[src/rtl/violation_reset_ctrl.sv]
// Merges RoT monitor violation flags into one stretched MCU system reset.
// Records which sources fired and counts episodes until the core restarts.
module violation_reset_ctrl #(
  parameter int unsigned NUM_SRC       = 4,
  parameter int unsigned HOLD_CYCLES   = 8,
  parameter int unsigned CNT_W         = 8,
  parameter logic [15:0] RESET_HANDLER = 16'hfffe
) (
  input  logic               clk,
  input  logic               rst,
  input  logic [15:0]        pc,
  input  logic [NUM_SRC-1:0] viol_in,
  output logic               system_reset,
  output logic [NUM_SRC-1:0] viol_cause,
  output logic [CNT_W-1:0]   viol_count,
  output logic               busy
);

  typedef enum logic [1:0] {
    IDLE    = 2'd0,
    ASSERT  = 2'd1,
    RELEASE = 2'd2
  } state_t;

  localparam logic [7:0] HOLD_LOAD = 8'(HOLD_CYCLES - 1);

  state_t             state;
  logic [7:0]         hold;
  logic               any_viol;
  logic               pc_home;
  logic [CNT_W-1:0]   cnt_inc;

  assign any_viol = |viol_in;
  assign pc_home  = (pc == RESET_HANDLER);

  // Saturate at all-ones so a storm of episodes never wraps to a small value.
  assign cnt_inc = (&viol_count) ? viol_count
                                 : viol_count + CNT_W'(1);

  always_ff @(posedge clk or posedge rst) begin
    if (rst) begin
      state        <= IDLE;
      hold         <= 8'd0;
      system_reset <= 1'b0;
      viol_cause   <= '0;
      viol_count   <= '0;
      busy         <= 1'b0;
    end else begin
      case (state)
        IDLE: begin
          if (any_viol) begin
            state        <= ASSERT;
            hold         <= HOLD_LOAD;
            system_reset <= 1'b1;
            busy         <= 1'b1;
            viol_cause   <= viol_in;
            viol_count   <= cnt_inc;
          end
        end
        ASSERT: begin
          viol_cause <= viol_cause | viol_in;
          if (hold == 8'd0) begin
            state        <= RELEASE;
            system_reset <= 1'b0;
          end else begin
            hold <= hold - 8'd1;
          end
        end
        RELEASE: begin
          // A fresh violation wins over the core reaching its handler.
          if (any_viol) begin
            state        <= ASSERT;
            hold         <= HOLD_LOAD;
            system_reset <= 1'b1;
            viol_cause   <= viol_cause | viol_in;
            viol_count   <= cnt_inc;
          end else if (pc_home) begin
            state <= IDLE;
            busy  <= 1'b0;
          end
        end
        default: begin
          state        <= IDLE;
          system_reset <= 1'b0;
          busy         <= 1'b0;
        end
      endcase
    end
  end

endmodule

[config.mk]
export PLATFORM = sky130hd
export DESIGN_NAME = violation_reset_ctrl
export DESIGN_NICKNAME = d
export VERILOG_FILES = /design/src/rtl/violation_reset_ctrl.sv
export SDC_FILE = /design/constraint.sdc
export NUM_CORES = 1
export LEC_CHECK = 0
export CAP_MARGIN = 0
export CORE_MARGIN = 2
export CORE_UTILIZATION = 30
export CTS_BUF_LIST = sky130_fd_sc_hd__clkbuf_4 sky130_fd_sc_hd__clkbuf_8 sky130_fd_sc_hd__clkbuf_16
export CTS_CLUSTER_SIZE = 28
export DETAILED_ROUTE_END_ITERATION = 12
export GPL_TIMING_DRIVEN = 0
export PLACE_DENSITY = 0.64
export SYNTH_ARGS = -nofsm -noshare
export SYNTH_HDL_FRONTEND = slang
export SYNTH_SLANG_ARGS = --single-unit
[constraint.sdc]
create_clock -name clk -period 6.3 [get_ports clk]
set_clock_uncertainty 0.2 [all_clocks]
set_input_delay 1.26 -clock clk [delete_from_list [all_inputs] [get_ports clk]]
set_output_delay 1.26 -clock clk [all_outputs]
set_load 0.02 [all_outputs]
==> metrics, run 1 <==
clk sinks=24; Worst setup EP type=register; final wirelength=~3000 µm; Final Max Tran Viols=0; hold endpoint=viol_count[5]; RSZ-0062 raised after global routing=false; initial antenna violation count=0; status=finished, final reports clean; share of cells above drive strength 1=between 10% and 20%; diode count=0; Post-Syn Instances=138; worst flop-to-flop path endpoint=hold[6]; r2r setup slk=about 4.0 ns; IO Port Bufs=35; Top FF cell, synth=dfrtp_1; Core Region=about 4400 µm²; Area Growth Syn to Fin=32.2%; crit start category=primary input; Fill cells=451; final setup violating endpoints=0; total grt overflow=0; worst vdd ir=0.266 mV; Placed Cells=225; register bit count reported by yosys=24; Die Height=slightly above 70 µm; placed inst area=about 1800 µm²; most common cell after layout, fill and taps aside=clkdlybuf4s50_1; vias in the first global route=between 1000 and 1500; CTS tree=done; number of synthesized flops with an enable pin=0; Post-Synth Adder-Cell Area=under 10%; via/cell ratio=between 5 and 6; # rows=24; Hold Startpoint=viol_count[5]; Post-CTS Resized=0; Synth Area per Inst=between 10 and 15 µm²; Place WS=between 2 and 3 ns; Compound-Gate Fraction of Synth Area=between 10% and 20%; Clock Path Buffers=2; Final min period=approximately 3 ns; async set-reset flop share out of synthesis=100%; DIE AREA=5290 µm²; Antenna Nets Post-Route=0; sequential share of the synthesized area=approximately 42%; Starting Density=between 30% and 40%; WL/cell=12.9 µm; Post-Synth Simple-Gate Area=between 20% and 30%; gpl congestion=between 0.7 and 0.8; crit path DAT=around 3.0 ns; critical path required time=roughly 6.3 ns; period utilization=roughly half; CTS Hold Bufs=0; Cell Pwr Density=421 nW/µm²; largest net degree at the start of global routing=25; Syn Nets=~170; CTS buffer count=3; postcts setup bufs=0; HP Class=reg -> reg; reg2reg start=state[0]; first-pass GRT wire length=5150 µm; FMAX=approximately 330 MHz; DR iter-0 viols=64; drt first pass iters=4; Post-Synth XOR/XNOR Area=3.09%; DP Wirelength=approximately 2300 µm; clock latency on the worst-skew pair=roughly 0.27 ns; LEAKAGE=roughly 0.76 nW; root buffer cell=clkbuf_8; largest family of logic cells by synthesized area=simple AND/OR/NAND/NOR gates; die span in x=just over 70 µm; total track usage=roughly 12%; crit path max fanout=7; Yosys cell types=42; Finished Layout Cells=roughly 230; clk slew on worst S/H paths=~0.080 ns; H-tree lvl count=1; Slew @ Worst Pin=between 0.9 and 1 ns; Rel. slew slack=about two fifths; number of max-cap violations=0; multiplexer share of the synthesized area=roughly 6.7%; Sum Neg Setup Slack=0 ns; fin util=a little over two fifths; most frequent cells in the layout=35 x clkdlybuf4s50_1, 24 x dfrtp_1, 11 x nand2_1; fin area=between 1500 and 2000 µm²; hold path depth=1; Remaining DRCs=0; Vias=roughly 1200; Critical Setup Path Class=in -> reg; final hold viol count=0; Mapped Area=~1400 µm²; NumNets Final=~210; fin worst setup slack=between 3 and 4 ns; Synth warnings=0; Top Ports=36; cells on worst reg2reg path=7
==> through the flow <==
stage	hold slack (ns)	power, W
final	0.291	0.000789
after global routing	0.326	0.000850
after CTS	0.295	0.000798
after global placement	0.275	0.000702
after detailed placement	0.278	0.000701
after floorplan	0.312	0.000543
==> worst max-delay path by stage <==
stage	from	end	depth (start not counted)
floorplan	viol_in[2]	state[1]	4
global placement	viol_in[2]	state[1]	5
detailed placement	viol_in[2]	state[1]	5
CTS	viol_in[2]	state[1]	5
global route	viol_in[2]	state[1]	5
finish	viol_in[2]	state[1]	5
==> layer usage <==
metal  up-vias  routed length (µm)  global-route usage [%]
li1        587                   -                       -
met1       540                1350                    15.5
met2        20                1400                    20.9
met3         6                 137                    3.45
met4         0                  42                    3.70
met5         -                   0                       0
==> power by group <==
| part | switching [W] | internal, W |
|---|---|---|
| logic | 0.000227 | 0.000205 |
| clock network | 0.0000495 | 0.0000428 |
| registers | 0.0000534 | 0.000211 |
==> state kept, by name (all words and copies together), names as in the netlist <==
signal        cells
busy              1
hold              8
state             2
system_reset      1
viol_cause        4
viol_count        8
==> cell families (layout without fill, tap and decap cells) <==
logic type	after synthesis	in the layout
AO/OA/AOI/OAI	29	29
AND/OR/NAND/NOR	54	54
multiplexers	9	9
flip-flops	24	24
XOR/XNOR	5	5
adder cells (fa/ha/maj)	8	8
buffers and inverters	9	47
==> cell type report <==
cell class | instances | area, µm² | share of cell area (%)
Multi-Input combinational cell | 105 | 773 | 41.3
Tap cell | 52 | 65.1 | 3.47
Sequential cell | 24 | 601 | 32.1
Buffer | 2 | 16.3 | 0.868
Clock buffer | 3 | 41.3 | 2.20
Timing Repair Buffer | 35 | 350 | 18.7
Inverter | 7 | 26.3 | 1.40
==> cells in the mapped netlist (2+ instances only) <==
cell type	number	area, µm²
dfrtp_1	24	601
nand2_1	11	41.3
a21oi_1	8	40.0
xnor2_1	2	17.5
o21bai_1	2	15.0
mux2_2	4	45.0
a22o_1	5	43.8
mux2i_1	5	50.1
nor4_1	3	18.8
a22oi_1	2	15.0
xor2_1	3	26.3
nor3_1	6	30.0
nand4_1	4	25.0
ha_1	8	100
nand2b_1	3	18.8
nor2_1	8	30.0
inv_1	7	26.3
o21ai_0	5	25.0
or4b_1	2	20.0
nand3_1	4	20.0
==> critical path: stages <==
cell and delay, ns:
clkdlybuf4s50_1 0.46, nor4_2 0.62, nand2_1 0.13, o211ai_2 0.19
mux2_2 0.35
Note: power is estimated with default switching activity, not from simulation.
==> run 2, diff against run 1 <==
Settings changed: PLACE_DENSITY 0.64 to 0.66.
Clock period 6.3 ns to 2.45 ns, I/O delays scaled along.
==> metrics, run 2 (synthesis gave the netlist of run 1 again) <==
HP Class=reg -> reg; drt first pass iters=4; via/cell ratio=between 4 and 5; final wirelength=around 2900 µm; most common cell after layout, fill and taps aside=clkdlybuf4s50_1; gpl congestion=just under 0.8; Core Region=between 4000 and 5000 µm²; number of max-cap violations=0; slowest cell on the critical path=or4b_1; DP Wirelength=2220 µm; Vias=between 1000 and 1500; clk sinks=24; Area Growth Syn to Fin=32.9%; clk slew on worst S/H paths=0.08 ns; critical path required time=2.44 ns; Final min period=roughly 2.3 ns; Flop pwr share=33.7%; FMAX=approximately 430 MHz; vias in the first global route=around 1200; Top Ports=36; WL/cell=around 13 µm; CTS buffer count=3; crit path max fanout=10; Clock Path Buffers=2; status=finished, final reports clean; reg2reg start=state[0]; switching part of the total=between 40% and 50%; Die Height=between 70 and 80 µm; diode count=0; total track usage=about an eighth; Internal=between 0.001 and 0.0015 W; postcts setup bufs=0; RSZ-0062 raised after global routing=false; Logic pwr share=55.0%; Worst setup EP type=register; Starting Density=31.9%; CTS tree=done; crit path DAT=2.32 ns; final setup violating endpoints=0; DIE AREA=between 5000 and 6000 µm²; Critical Setup Path Class=reg -> reg; Rel. slew slack=38.0%; CTS Hold Bufs=0; clock latency on the worst-skew pair=between 0.2 and 0.3 ns; Antenna Nets Post-Route=0; Psw=~0.00084 W; slowest stage delay, CP=0.50 ns; LEAKAGE=approximately 0.76 nW; first-pass GRT wire length=~5200 µm; fin util=around 42%; Cell Pwr Density=about 1100 nW/µm²; most frequent cells in the layout=35 x clkdlybuf4s50_1, 24 x dfrtp_1, 11 x nand2_1; root buffer cell=clkbuf_8; critical path cell sequence=inv_1 > ha_1 > or2_1 > a21o_1 > buf_6 > or4b_1 > a21oi_1; Worst Setup SP=state[0]; Clk network pwr share=a little under an eighth; total grt overflow=0; # rows=24; largest net degree at the start of global routing=25; Total Power=approximately 0.0020 W; DR iter-0 viols=28; initial antenna violation count=0; NumNets Final=approximately 210; IO Port Bufs=35; Regs by FF count=hold x8, viol_count x8, viol_cause x4; Hold Startpoint=viol_cause[0]; crit start category=register; period utilization=roughly 95%; Remaining DRCs=0; die span in x=72.7 µm; share of cells above drive strength 1=roughly a tenth; final hold viol count=0; Slew @ Worst Pin=around 0.93 ns; Final Max Tran Viols=0; H-tree lvl count=1; worst vdd ir=roughly 0.57 mV
-- run 2: cell counts in the layout (fill, tap and decap cells not counted) --
No cell type changed its count.
-- run 2: layout make-up --
type | instances | area, µm²
clock buffers | 3 | 41.3
repair buffers | 35 | 350
fillers | 446 | 2560
plain buffers | 2 | 16.3
flip-flops and latches | 24 | 601
well taps | 52 | 65.1
multi-input cells | 105 | 782
inverters | 7 | 26.3
-- run 2: critical path, delay by kind of cell, from the launching register on --
| kind | cells | cell delay (ns) |
|---|---|---|
| AO/OA/AOI/OAI | 2 | 0.36 |
| adder cells (fa/ha/maj) | 1 | 0.26 |
| buffers and inverters | 2 | 0.24 |
| flip-flops | 1 | 0.42 |
| AND/OR/NAND/NOR | 2 | 0.77 |
-- run 2: routing by layer --
layer	track usage, %	share of wire (%)	vias up
li1	-	-	586
met1	16.6	49	525
met4	4.73	1.5	0
met2	20.1	47	15
met5	0	0	-
met3	1.80	2.7	5
-- run 2: path summary, 6_finish.rpt --
| check | endpoint | slack, ns | cells after the start |
|---|---|---|---|
| min | viol_cause[0] | 0.30 | 1 |
| max reg2reg | hold[6] | 0.12 | 7 |
| max | hold[6] | 0.12 | 7 |
| min in group asynchronous | hold[1] | 0.53 | 2 |
| max in group asynchronous | hold[2] | 0.95 | 2 |
| min reg2reg | viol_cause[0] | 0.30 | 1 |
-- run 2: power by group through the flow --
stage	Sequential (W)	Clock, W	Combinational (W)
after floorplan	0.000805	0	0.000591
after global placement	0.000690	0	0.00111
after detailed placement	0.000687	0	0.00112
after CTS	0.000684	0.000238	0.00112
after global routing	0.000711	0.000255	0.00123
final	0.000681	0.000228	0.00111
-- run 2: timing repair --
action                                  CTS  global route
hold endpoints to repair                  0             0
resized for setup                         0             1
endpoints found under the setup margin    0             1
-- run 2: through the flow --
stage / setup slack, ns / instances / hold slack, ns / area (µm²) / setup TNS (ns)
after floorplan: 0.278 / 138 / 0.305 / 1420 / 0
after CTS: 0.124 / 228 / 0.306 / 1870 / 0
after detailed placement: -0.132 / 225 / 0.287 / 1830 / -0.660
after global routing: 0.00149 / 228 / 0.336 / 1880 / 0
after global placement: -0.130 / 225 / 0.286 / 1830 / -0.677
final: 0.115 / 228 / 0.303 / 1880 / 0
==> run 3, diff against run 2 <==
Settings changed: CORE_UTILIZATION 30 to 44, PLACE_DENSITY 0.66 to 0.87, TNS_END_PERCENT set to 20.
==> metrics, run 3 (synthesis gave the netlist of run 1 again) <==
status=finished, final reports clean; CTS Hold Bufs=0; Post-CTS Resized=0; Final Max Tran Viols=0; first-pass GRT wire length=5520 µm; Starting Density=a little under half; clk sinks=24; worst vdd ir=around 0.83 mV; Critical Setup Path Class=reg -> reg; DR iter-0 viols=23; H-tree lvl count=1; # rows=20; Total Power=0.00204 W; Vias=approximately 1200; largest net degree at the start of global routing=25; postcts setup bufs=0; number of max-cap violations=0; share of cells above drive strength 1=10.7%; most frequent cells in the layout=35 x clkdlybuf4s50_1, 24 x dfrtp_1, 11 x nand2_1; Storage cell area=roughly 600 µm²; total track usage=about a fifth; Final min period=approximately 2.3 ns; crit start category=register; Multi-input gate area=around 770 µm²; Area Growth Syn to Fin=31.2%; RSZ-0062 raised after global routing=false; vias in the first global route=1295; Worst setup EP type=register; CTS buffer count=3; Regs by FF count=hold x8, viol_count x8, viol_cause x4; die span in x=around 61 µm; Placed Cells=approximately 220; root buffer cell=clkbuf_4; via/cell ratio=5.54; Die Height=around 60 µm; NumNets Final=208; critical path required time=between 2 and 3 ns; Finished Layout Cells=approximately 220; most common cell after layout, fill and taps aside=clkdlybuf4s50_1; fin worst setup slack=about 0.11 ns; crit path max fanout=10; DIE AREA=3690 µm²; Fill cells=between 200 and 300; final wirelength=~3200 µm; final hold slack=0.312 ns; Remaining DRCs=0; WL/cell=14.5 µm; gpl congestion=between 0.8 and 0.9; diode count=0; total grt overflow=0; IO Port Bufs=35; Slew @ Worst Pin=0.924 ns; Place WS=-0.164 ns; FMAX=approximately 430 MHz; final setup violating endpoints=0; Core Region=around 3100 µm²; period utilization=95.6%; clock latency on the worst-skew pair=0.32 ns; initial antenna violation count=0; Clock Path Buffers=2; DP Wirelength=approximately 2500 µm; Cell Pwr Density=between 1000 and 1500 nW/µm²; HP Class=reg -> reg; drt first pass iters=4; final hold viol count=0; Rel. slew slack=38.3%; Top Ports=36; CTS tree=done; Antenna Nets Post-Route=0; fin util=approximately 60%; LEAKAGE=around 0.76 nW; clk slew on worst S/H paths=0.13 ns; crit path DAT=2.40 ns
[run 3: final cells by class]
class                   count  share of cell area, %
plain buffers               2                  0.875
clock buffers               4                   1.95
inverters                   7                   1.41
multi-input cells         105                   41.6
flip-flops and latches     24                   32.3
well taps                  44                   2.96
repair buffers             35                   18.9
[run 3: metal layers]
layer / track usage, % / part of all wire [%]
met5: 0 / 0
met1: 21.7 / 42
met3: 2.99 / 2.7
met4: 6.52 / 1.0
met2: 37.8 / 54
[run 3: power by group]
group | switching, W | internal, W | total, W
Combinational | 0.000599 | 0.000529 | 0.00113
Sequential | 0.000155 | 0.000541 | 0.000696
Clock | 0.000122 | 0.0000909 | 0.000213
[run 3: path summary, 6_finish.rpt]
path	from	end	slack, ns	cells past startpoint
max reg2reg	state[0]	hold[6]	0.11	7
min in group asynchronous	rst	viol_cause[0]	0.47	2
min	viol_count[5]	viol_count[5]	0.31	1
max in group asynchronous	rst	busy	1.02	2
min reg2reg	viol_count[5]	viol_count[5]	0.31	1
max	state[0]	hold[6]	0.11	7
[run 3: worst max-delay path, cell delays in order (launching register included)]
cell	delay, ns
dfrtp_1	0.45
inv_1	0.12
ha_1	0.27
or2_1	0.28
a21o_1	0.20
buf_6	0.13
or4b_1	0.49
a21oi_1	0.14
[run 3: metrics by stage]
stage / instance area [µm²] / setup TNS (ns)
after floorplan: 1420 / 0
after global placement: 1820 / -0.690
after detailed placement: 1820 / -0.961
after CTS: 1860 / 0
after global routing: 1860 / 0
final: 1860 / 0
